### src/rtl/divisor_secuencial.sv
// Iterative unsigned restoring divider: one quotient bit per clock, start/done handshake.
// Divide-by-zero short-circuits to DONE with an all-ones quotient and DIVZ set.
module divisor_secuencial #(
   parameter int BIT = 4
) (
   input  logic           clk,
   input  logic           rst_n,
   input  logic           start,
   input  logic [BIT-1:0] num1,
   input  logic [BIT-1:0] num2,
   output logic           busy,
   output logic           done,
   output logic [BIT-1:0] Quotient,
   output logic [BIT-1:0] Remainder,
   output logic           DIVZ
);

   localparam int CNT_W = (BIT > 2) ? $clog2(BIT) : 1;

   typedef enum logic [1:0] {
      IDLE = 2'd0,
      CALC = 2'd1,
      DONE = 2'd2
   } state_t;

   state_t           state_r;
   logic [BIT-1:0]   dvd_r;
   logic [BIT-1:0]   dvs_r;
   logic [BIT:0]     rem_r;
   logic [CNT_W-1:0] cnt_r;

   logic [BIT:0]     shift_s;
   logic [BIT+1:0]   trial_s;
   logic             qbit_s;
   logic [BIT:0]     rem_next_s;
   logic [BIT-1:0]   dvd_next_s;

   // One restoring step; the extra trial bit is the sign of (shifted remainder - divisor)
   always_comb begin
      shift_s    = {rem_r[BIT-1:0], dvd_r[BIT-1]};
      trial_s    = {1'b0, shift_s} - {2'b00, dvs_r};
      qbit_s     = ~trial_s[BIT+1];
      rem_next_s = qbit_s ? trial_s[BIT:0] : shift_s;
      dvd_next_s = {dvd_r[BIT-2:0], qbit_s};
   end

   // Control FSM with datapath registers and registered outputs
   always_ff @(posedge clk or negedge rst_n) begin
      if (!rst_n) begin
         state_r   <= IDLE;
         dvd_r     <= {BIT{1'b0}};
         dvs_r     <= {BIT{1'b0}};
         rem_r     <= {(BIT+1){1'b0}};
         cnt_r     <= {CNT_W{1'b0}};
         busy      <= 1'b0;
         done      <= 1'b0;
         Quotient  <= {BIT{1'b0}};
         Remainder <= {BIT{1'b0}};
         DIVZ      <= 1'b0;
      end else begin
         case (state_r)
            IDLE: begin
               done <= 1'b0;
               if (start) begin
                  if (num2 == {BIT{1'b0}}) begin
                     Quotient  <= {BIT{1'b1}};
                     Remainder <= num1;
                     DIVZ      <= 1'b1;
                     done      <= 1'b1;
                     state_r   <= DONE;
                  end else begin
                     dvd_r   <= num1;
                     dvs_r   <= num2;
                     rem_r   <= {(BIT+1){1'b0}};
                     cnt_r   <= {CNT_W{1'b0}};
                     busy    <= 1'b1;
                     state_r <= CALC;
                  end
               end
            end
            CALC: begin
               rem_r <= rem_next_s;
               dvd_r <= dvd_next_s;
               cnt_r <= cnt_r + CNT_W'(1);
               if (cnt_r == CNT_W'(BIT-1)) begin
                  Quotient  <= dvd_next_s;
                  Remainder <= rem_next_s[BIT-1:0];
                  DIVZ      <= 1'b0;
                  busy      <= 1'b0;
                  done      <= 1'b1;
                  state_r   <= DONE;
               end
            end
            DONE: begin
               done    <= 1'b0;
               state_r <= IDLE;
            end
            default: begin
               busy    <= 1'b0;
               done    <= 1'b0;
               state_r <= IDLE;
            end
         endcase
      end
   end

endmodule

### config.mk
export PLATFORM = sky130hd
export DESIGN_NAME = divisor_secuencial
export DESIGN_NICKNAME = d
export VERILOG_FILES = /design/src/rtl/divisor_secuencial.sv
export SDC_FILE = /design/constraint.sdc
export NUM_CORES = 1
export LEC_CHECK = 0
export ABC_AREA = 1
export CAP_MARGIN = 20
export CORE_UTILIZATION = 50
export DETAILED_ROUTE_END_ITERATION = 16
export PLACE_DENSITY = 0.86
export SYNTH_ARGS = -nofsm -noshare
export SYNTH_HDL_FRONTEND = slang
export SYNTH_SLANG_ARGS = --single-unit
### constraint.sdc
create_clock -name clk -period 1.6 [get_ports clk]
set_input_delay 0.24 -clock clk [delete_from_list [all_inputs] [get_ports clk]]
set_output_delay 0.24 -clock clk [all_outputs]
set_load 0.03 [all_outputs]
### Yosys cells after proc, flatten, opt, wreduce, memory -nomap -nowiden

Cells that the tools add are included.

* memory bits (writable): 0
* output and inout port bits: 11
* logic and storage cells: 63
* bits in registers: 27
* latch bits: 0
* ROM bits: 0
* memories kept: 0

* order comparisons: 0
* bitwise gates (word level): 3
* $mul: 0
* shift operators: 0
* multiplexer cells: 33
* add/subtract/negate cells: 2
* divide/modulo/power cells: 0
* reduce and logical (&&, ||, !) cells: 8
* equal/unequal tests: 7

Operator list (number)
* 4-bit two-way mux: 11
* 4-bit case mux with 2 select lines: 4
* 2-bit two-way mux: 5
* 1-bit two-way mux: 8
* 2-bit != test (second input constant): 4
* 2-bit case mux with 2 select lines: 2
* 4-bit AND reduction: 2
* 3-bit AND reduction: 2
* 5-bit by 4-bit subtractor with 6-bit output: 1
* 2-bit equality test (second input constant): 2
* 4-bit logical NOT: 1
* 1-bit case mux with 2 select lines: 2
* 1-bit inverter: 3
* 1-bit case mux with 3 select lines: 1
* 2-bit by 1-bit adder with 2-bit output (second input constant): 1
* 2-bit by 1-bit equality test with 1-bit output (second input constant): 1
* 2-bit logical NOT: 1
* 2-bit AND reduction: 1
* 2-bit nonzero test: 1

### Depth between registers and ports, before layout

Gate-level depths: netlist (run 1).

* depth after elaboration: 4
* mapped depth: 11

### Least setup slack after synthesis (run 1)

OpenSTA, ideal clock, no wires.

* path kind: register to register
* from: register dvd_r[3]
* to: register Remainder[2]
* slack: 133 ps
* path buffers: 0
* cell stages (with the launch flop): 10
* clock period less this slack: 1467 ps
* setup time: 113 ps
* required time: 1487 ps
* data arrival time: 1355 ps
* cell sequence: dfrtp_1 > inv_1 > ha_1 > inv_1 > fa_1 > xor2_1 > nand3_1 > nand3_1 > nand2_1 > inv_1

* word-level cells in the longest chain between the ends: 4

Ends and longest elaborated chain
* start, declared: RTL line 27 `logic [BIT-1:0] dvd_r;`
* start signal, assigned: RTL line 51 `dvd_r <= {BIT{1'b0}};`
* start signal, assigned: RTL line 72 `dvd_r <= num1;`
* start signal, assigned: RTL line 83 `dvd_r <= dvd_next_s;`
* 5-bit by 4-bit subtractor with 6-bit output: RTL line 41 `trial_s = {1'b0, shift_s} - {2'b00, dvs_r};`
* 4-bit two-way mux: RTL line 43 `rem_next_s = qbit_s ? trial_s[BIT:0] : shift_s;`
* 4-bit two-way mux: RTL line 85 `if (cnt_r == CNT_W'(BIT-1)) begin`
* 4-bit case mux with 2 select lines: RTL line 61 `case (state_r)`
* end signal, assigned: RTL line 58 `Remainder <= {BIT{1'b0}};`
* end signal, assigned: RTL line 67 `Remainder <= num1;`
* end signal, assigned: RTL line 87 `Remainder <= rem_next_s[BIT-1:0];`
* end, declared: RTL line 14 `output logic [BIT-1:0] Remainder,`

No other way between the ends. The select of a mux whose other input is x is not followed.
A chain may end at the register's enable or synchronous reset.

### Worst setup path in the final report (run 1)

* from: register rem_r[2]
* to: register Remainder[0]

* word-level cells in the longest chain between the ends: 4

Ends and longest elaborated chain
* start, declared: RTL line 29 `logic [BIT:0] rem_r;`
* start signal, assigned: RTL line 53 `rem_r <= {(BIT+1){1'b0}};`
* start signal, assigned: RTL line 74 `rem_r <= {(BIT+1){1'b0}};`
* start signal, assigned: RTL line 82 `rem_r <= rem_next_s;`
* 5-bit by 4-bit subtractor with 6-bit output: RTL line 41
* 4-bit two-way mux: RTL line 43
* 4-bit two-way mux: RTL line 85
* 4-bit case mux with 2 select lines: RTL line 61

No other way between the ends. The select of a mux whose other input is x is not followed.

==> results of run 1 <==
flip-flops by register name, summed over array words and instances (netlist names):
signal     flops
Quotient       4
done           1
rem_r          4
state_r        2
dvd_r          4
dvs_r          4
DIVZ           1
cnt_r          2
Remainder      4
busy           1
critical path: stages, from the launching register on:
cell	delay, ns
dfrtp_1	0.44
ha_4	0.30
inv_4	0.04
nor2_4	0.15
nand3_4	0.12
buf_6	0.14
nand4_1	0.09
nand3_1	0.10
nand2_1	0.08
inv_1	0.04
through the flow:
| step | std cells | TNS (ns) | utilization (%) | setup slack, ns |
|---|---|---|---|---|
| 2_1_floorplan | 169 | 0 | - | 0.1325 |
| 3_3_place_gp | 226 | 0 | 65.94 | 0.02469 |
| 3_5_place_dp | 226 | -0.01201 | 65.94 | -0.006323 |
| 4_1_cts | 231 | 0 | 67.20 | 0.0006645 |
| 5_1_grt | 234 | -0.2158 | 72.22 | -0.08473 |
| 6_report | 234 | 0 | 72.22 | 0.01525 |
final cells by class:
type	count	area (µm²)
Timing Repair Buffer	33	297.8
Clock buffer	3	22.52
Multi-Input combinational cell	113	709.4
Sequential cell	27	675.6
Inverter	27	106.4
Clock inverter	1	5.005
Tap cell	30	37.54
Fill cell	206	713.2
worst max-delay path by stage:
stage	from	endpoint	slack [ns]
CTS	busy$_DFFE_PN0P_	busy	0.0007
global placement	num2[3]	Remainder[2]$_DFFE_PN0P_	0.02
floorplan	dvd_r[3]$_DFFE_PN0P_	Remainder[2]$_DFFE_PN0P_	0.13
global route	dvd_r[3]$_DFFE_PN0P_	Remainder[2]$_DFFE_PN0P_	-0.08
finish	rem_r[2]$_DFFE_PN0P_	Remainder[0]$_DFFE_PN0P_	0.02
detailed placement	num2[2]	Remainder[2]$_DFFE_PN0P_	-0.006
what timing repair did:
item	in CTS	in global routing
gates resized for setup	11	26
pin swaps	0	15
setup buffers	1	3
endpoints found under the setup margin	11	12
power by group through the flow:
stage,logic (µW),registers (µW),clock network (µW)
finish,2710,1200,303
global route,2990,1240,323
CTS,2270,1180,301
detailed placement,2290,1200,0
global placement,2200,1180,0
floorplan,1320,1420,0
synth_stat cells, types with 2 or more instances:
cell type / count / share of area, %
nand3_1: 15 / 5.3
nand2_4: 2 / 1.6
nand4_1: 5 / 2.2
nand2_1: 38 / 10
nor2_4: 2 / 1.6
a21oi_1: 5 / 1.8
nor2_1: 17 / 4.5
ha_1: 5 / 4.5
or2_0: 4 / 1.8
nor2_2: 3 / 1.3
a22oi_1: 2 / 1.1
inv_1: 25 / 6.7
o21ai_0: 10 / 3.6
dfrtp_1: 27 / 48
cell families after synthesis:
family | count (synthesis) | share of synthesized area, %
buf+inv | 29 | 8.735
xor+xnor | 1 | 0.6240
compound gates | 19 | 7.576
simple gates | 87 | 29.06
fa+ha+maj | 6 | 5.882
flops | 27 | 48.13
per-layer routing:
layer | up-vias | GRT usage, %
met1 | 617 | 26.94
met2 | 51 | 44.98
li1 | 612 | -
met3 | 10 | 3.005
met4 | 0 | 8.750
met5 | - | 0
==> impl_metrics.tcl, run 1 <==
set metrics [dict create \
    status "completed" \
    grt_max_degree 28 \
    postSynth.asyncResetShare_pct 100.0 \
    max_freq_mhz 631.0 \
    dr.first_iter.drc_count 44 \
    overflow 0 \
    r2r_end "Remainder[0]$_DFFE_PN0P_" \
    reg2reg_depth 9 \
    synth_seq_area_share_pct 48.13 \
    powerDensity_nw_per_um2 2271 \
    yosysWarnings 0 \
    timing_worst_setup_path_type "reg2reg" \
    clk_latency_ns 0.33 \
    clock_sinks 27 \
    grt_first_pass_wirelength_um 5119 \
    synth_nets 186 \
    synth_edf_count 0 \
    gr-usage-all-layers_pct 23.80 \
    final-hold-violation-count 0 \
    antenna_found_initial 0 \
    area_delta_synth_final_pct 32.09 \
    cts-hold-fix-buffers 0 \
    leakage_uw 0.0009377 \
    switching_share_pct 49.49 \
    final_cell_mix "nand2_1 (35), dfrtp_1 (27), inv_1 (20)" \
    intPower_uw 2127 \
    wl_met1_um 1315 \
    die_h_um 54.99 \
    first_pass_iters 4 \
    slew_headroom_pct 77.00 \
    fin_skew_ns 0.007823 \
    cts_tree "built" \
    wl_um 3350 \
    switchingPower_uw 2084 \
    wl_met2_um 1797 \
    start_kind "flip-flop" \
    die-area_um2 3023 \
    endpoint_kind "flip-flop" \
    htree_levels 1 \
    rsz0062_at_grt "yes" \
    root_buffer "clkbuf_4" \
    io_buffers 21 \
    cp_max_fo 4 \
    peakVddDrop_mv 1.468 \
    syn_area_per_cell_um2 8.307 \
    power.share.sequential_pct 28.4 \
    syn_area_um2 1404 \
    antennaDiodeCount 0 \
    yosysUniqueCellTypes 23 \
    finalInstanceArea_um2 1854 \
    whs_ns 0.2500 \
    grt_pass1_vias 1263 \
    setup_viol 0 \
    final_common_cell "nand2_1" \
    worstPathArrival_ns 1.83 \
    worst_slew_pin_slew_ns 0.3451 \
    ys.flop_type "dfrtp_1" \
    required_ns 1.84 \
    total_power_uw 4211 \
    routed_via_density 5.513 \
    synthCells 169 \
    final_antenna_net_count 0 \
    ys_seq_elements 27 \
    drc 0 \
    wl_met3_um 174 \
    routedWlPerCell_um 14.32 \
    clk_path_buf_depth 2 \
    post_route_cells_drive_above_1_share_pct 22.55 \
    layout.nets 222 \
    p_comb_share_pct 64.4 \
    r2r_slack_ns 0.02 \
    fp-row-count 18 \
    place_area_um2 1693 \
    clk_pin_slew_ns 0.15 \
    core_um2 2567 \
    numCtsBuffers 3 \
    fp.dieW_um 54.99 \
    dp_hpwl_um 2359 \
    hp-class "in2async" \
    routabilityCongestion 0.8824 \
    worstReg2RegStart "rem_r[2]$_DFFE_PN0P_" \
    vias 1290 \
    pwr-share-clk_pct 7.2 \
    top_layer "met4" \
    final_max_slew_viol_count 0 \
    timing.max_cap.violations 0 \
    period_needed_ns 1.585 \
    initial_core_util_pct 54.68 \
    pin_count 22 \
    fin_crit_sh_pct 99.05 \
]
No activity file was read; power rests on OpenSTA's default activity.
==> inputs of run 2 (changes only) <==
CAP_MARGIN = default   (was 20)
==> results of run 2 <==
The final DEF is identical to that of run 1; final timing and power are the same.
==> inputs of run 3 (changes only) <==
TNS_END_PERCENT = 10   (was default)
==> run 3 against run 2 <==
Compared with the run above:
- cell count shrank 0.85%
- global-route usage decreased by 0.40 points
- non-clock buffer count shrank 2
- setup slack got worse by 0.0095 ns
- count of clock-buffer cells in the layout unchanged
- fmax decreased by 0.59%
- critical endpoint is now Remainder[3]$_DFFE_PN0P_
- largest cell class unchanged
- largest power group unchanged
==> impl_metrics.tcl, run 3 (synthesis results as in run 1) <==
set metrics [dict create \
    dpl_worst_slack_ns -0.006323 \
    crit_slowest_cell "dfrtp_1" \
    worstPathCellList "ha_4 > inv_1 > nor2_4 > nand3_4 > buf_6 > nand4_1 > nand3_1 > nand2_1 > inv_1" \
    clock_sinks 27 \
    io_buffers 21 \
    antennaDiodeCount 0 \
    setup_viol 0 \
    timing.max_cap.violations 0 \
    period_needed_ns 1.594 \
    cts_tree "built" \
    die_h_um 54.99 \
    core_um2 2567 \
    place_inst 226 \
    pin_count 22 \
    worst_path_most_repeated_cell "inv_1" \
    peakVddDrop_mv 1.488 \
    numCtsBuffers 3 \
    grtUsageMet1_pct 26.94 \
    r2r_end "Remainder[3]$_DFFE_PN0P_" \
    final_cell_mix "nand2_1 (38), dfrtp_1 (27), inv_1 (22)" \
    final_common_cell "nand2_1" \
    dr.first_iter.drc_count 35 \
    power.share.sequential_pct 29.6 \
    place_area_um2 1693 \
    crit_end "Remainder[3]$_DFFE_PN0P_" \
    fillers 209 \
    leakage_uw 0.0009279 \
    max_freq_mhz 627.3 \
    initial_core_util_pct 54.68 \
    powerDensity_nw_per_um2 2222 \
    first_pass_iters 4 \
    fp-row-count 18 \
    start_kind "flip-flop" \
    worst_slack_ns 0.005780 \
    endpoint_kind "flip-flop" \
    clk_pin_slew_ns 0.15 \
    intPower_uw 2035 \
    switchingPower_uw 2013 \
    drc 0 \
    gr-usage-all-layers_pct 23.40 \
    dp_hpwl_um 2359 \
    slew_headroom_pct 76.19 \
    final-hold-violation-count 0 \
    grtUsageMet2_pct 43.78 \
    regArea_um2 675.6 \
    antenna_found_initial 0 \
    slowest_delay_ns 0.44 \
    fp.dieW_um 54.99 \
    status "completed" \
    r2r_slack_ns 0.006 \
    root_buffer "clkbuf_4" \
    layout.nets 220 \
    routed_via_density 5.422 \
    routabilityCongestion 0.8824 \
    final_antenna_net_count 0 \
    pwr-share-clk_pct 7.4 \
    worstReg2RegStart "rem_r[2]$_DFFE_PN0P_" \
    clk_path_buf_depth 2 \
    hp-class "in2async" \
    timing_worst_setup_path_type "reg2reg" \
    clk_latency_ns 0.32 \
    grt_pass1_vias 1237 \
    routedWlPerCell_um 14.26 \
    switching_share_pct 49.72 \
    multi_input_area_um2 694.4 \
    area_delta_synth_final_pct 29.77 \
    grt_use_met3_pct 3.005 \
    worst_slew_pin_slew_ns 0.3571 \
    setup.worst_path.start "rem_r[2]$_DFFE_PN0P_" \
    finalInstanceArea_um2 1822 \
    fin_skew_ns 0.003529 \
    wl_um 3308 \
    p_comb_share_pct 63.0 \
    layoutNonFillerInstCount 232 \
    htree_levels 1 \
    top_usage_layer "met2" \
    final_util_pct 70.96 \
    rsz0062_at_grt "yes" \
    worstPathArrival_ns 1.84 \
    overflow 0 \
    required_ns 1.84 \
    grt_first_pass_wirelength_um 5057 \
    reg2reg_depth 9 \
    fin_crit_sh_pct 99.64 \
    final_max_slew_viol_count 0 \
    post_route_cells_drive_above_1_share_pct 19.31 \
    die-area_um2 3023 \
    vias 1258 \
    cp_max_fo 4 \
    grt_max_degree 28 \
]
run 3: how the worst min path moves through the flow:
stage | startpoint | endpoint | cells after the start | slack, ns
6_report | rst_n | dvs_r[2]$_DFFE_PN0P_ | 2 | 0.27
2_1_floorplan | rst_n | DIVZ$_DFFE_PN0P_ | 0 | -0.06
5_1_grt | rst_n | dvs_r[1]$_DFFE_PN0P_ | 2 | 0.30
3_5_place_dp | Quotient[0]$_DFFE_PN0P_ | Quotient[0]$_DFFE_PN0P_ | 2 | 0.46
4_1_cts | rst_n | dvs_r[1]$_DFFE_PN0P_ | 2 | 0.27
3_3_place_gp | Quotient[0]$_DFFE_PN0P_ | Quotient[0]$_DFFE_PN0P_ | 2 | 0.47
run 3: critical path, delay by kind of cell (launching register included):
kind | cells | cell delay (ns)
adders and majority gates | 1 | 0.28
buffers and inverters | 3 | 0.24
DFF | 1 | 0.44
and+or+nand+nor | 5 | 0.55
run 3: through the flow:
step                      hold slack, ns  power [µW]  setup TNS (ns)
after CTS                         0.2738        3714        -0.02384
after global placement            0.4653        3386               0
after global routing              0.3043        4377         -0.3269
after detailed placement          0.4648        3489        -0.01201
final                             0.2653        4048               0
after floorplan                 -0.05559        2743               0
run 3: per-layer routing:
metal	vias up	share of wire [%]	wire length, µm
met5	-	0	0
li1	607	-	-
met2	41	54	1772
met1	601	40	1329
met4	0	1.7	56
met3	9	4.5	150
run 3: power groups by stage:
stage / Sequential [µW] / Combinational (µW) / Clock, µW
6_report: 1200 / 2550 / 299
5_1_grt: 1240 / 2820 / 323
4_1_cts: 1180 / 2230 / 301
3_5_place_dp: 1200 / 2290 / 0
3_3_place_gp: 1180 / 2200 / 0
2_1_floorplan: 1420 / 1320 / 0
run 3: layout make-up:
class | count | area share (%)
tap | 30 | 2.060
timing repair buffer | 31 | 15.52
multi-input combinational | 113 | 38.12
sequential | 27 | 37.09
clock buffer | 3 | 1.236
clock inverter | 1 | 0.2747
inverter | 27 | 5.701
run 3: timing repair:
item | 4_1_cts | 5_1_grt
hold endpoints to repair | 0 | 0
gates resized for setup | 9 | 21
pin swaps | 0 | 7
hold buffers | 0 | 0
buffers inserted | 0 | 2
endpoints found under the setup margin | 11 | 12
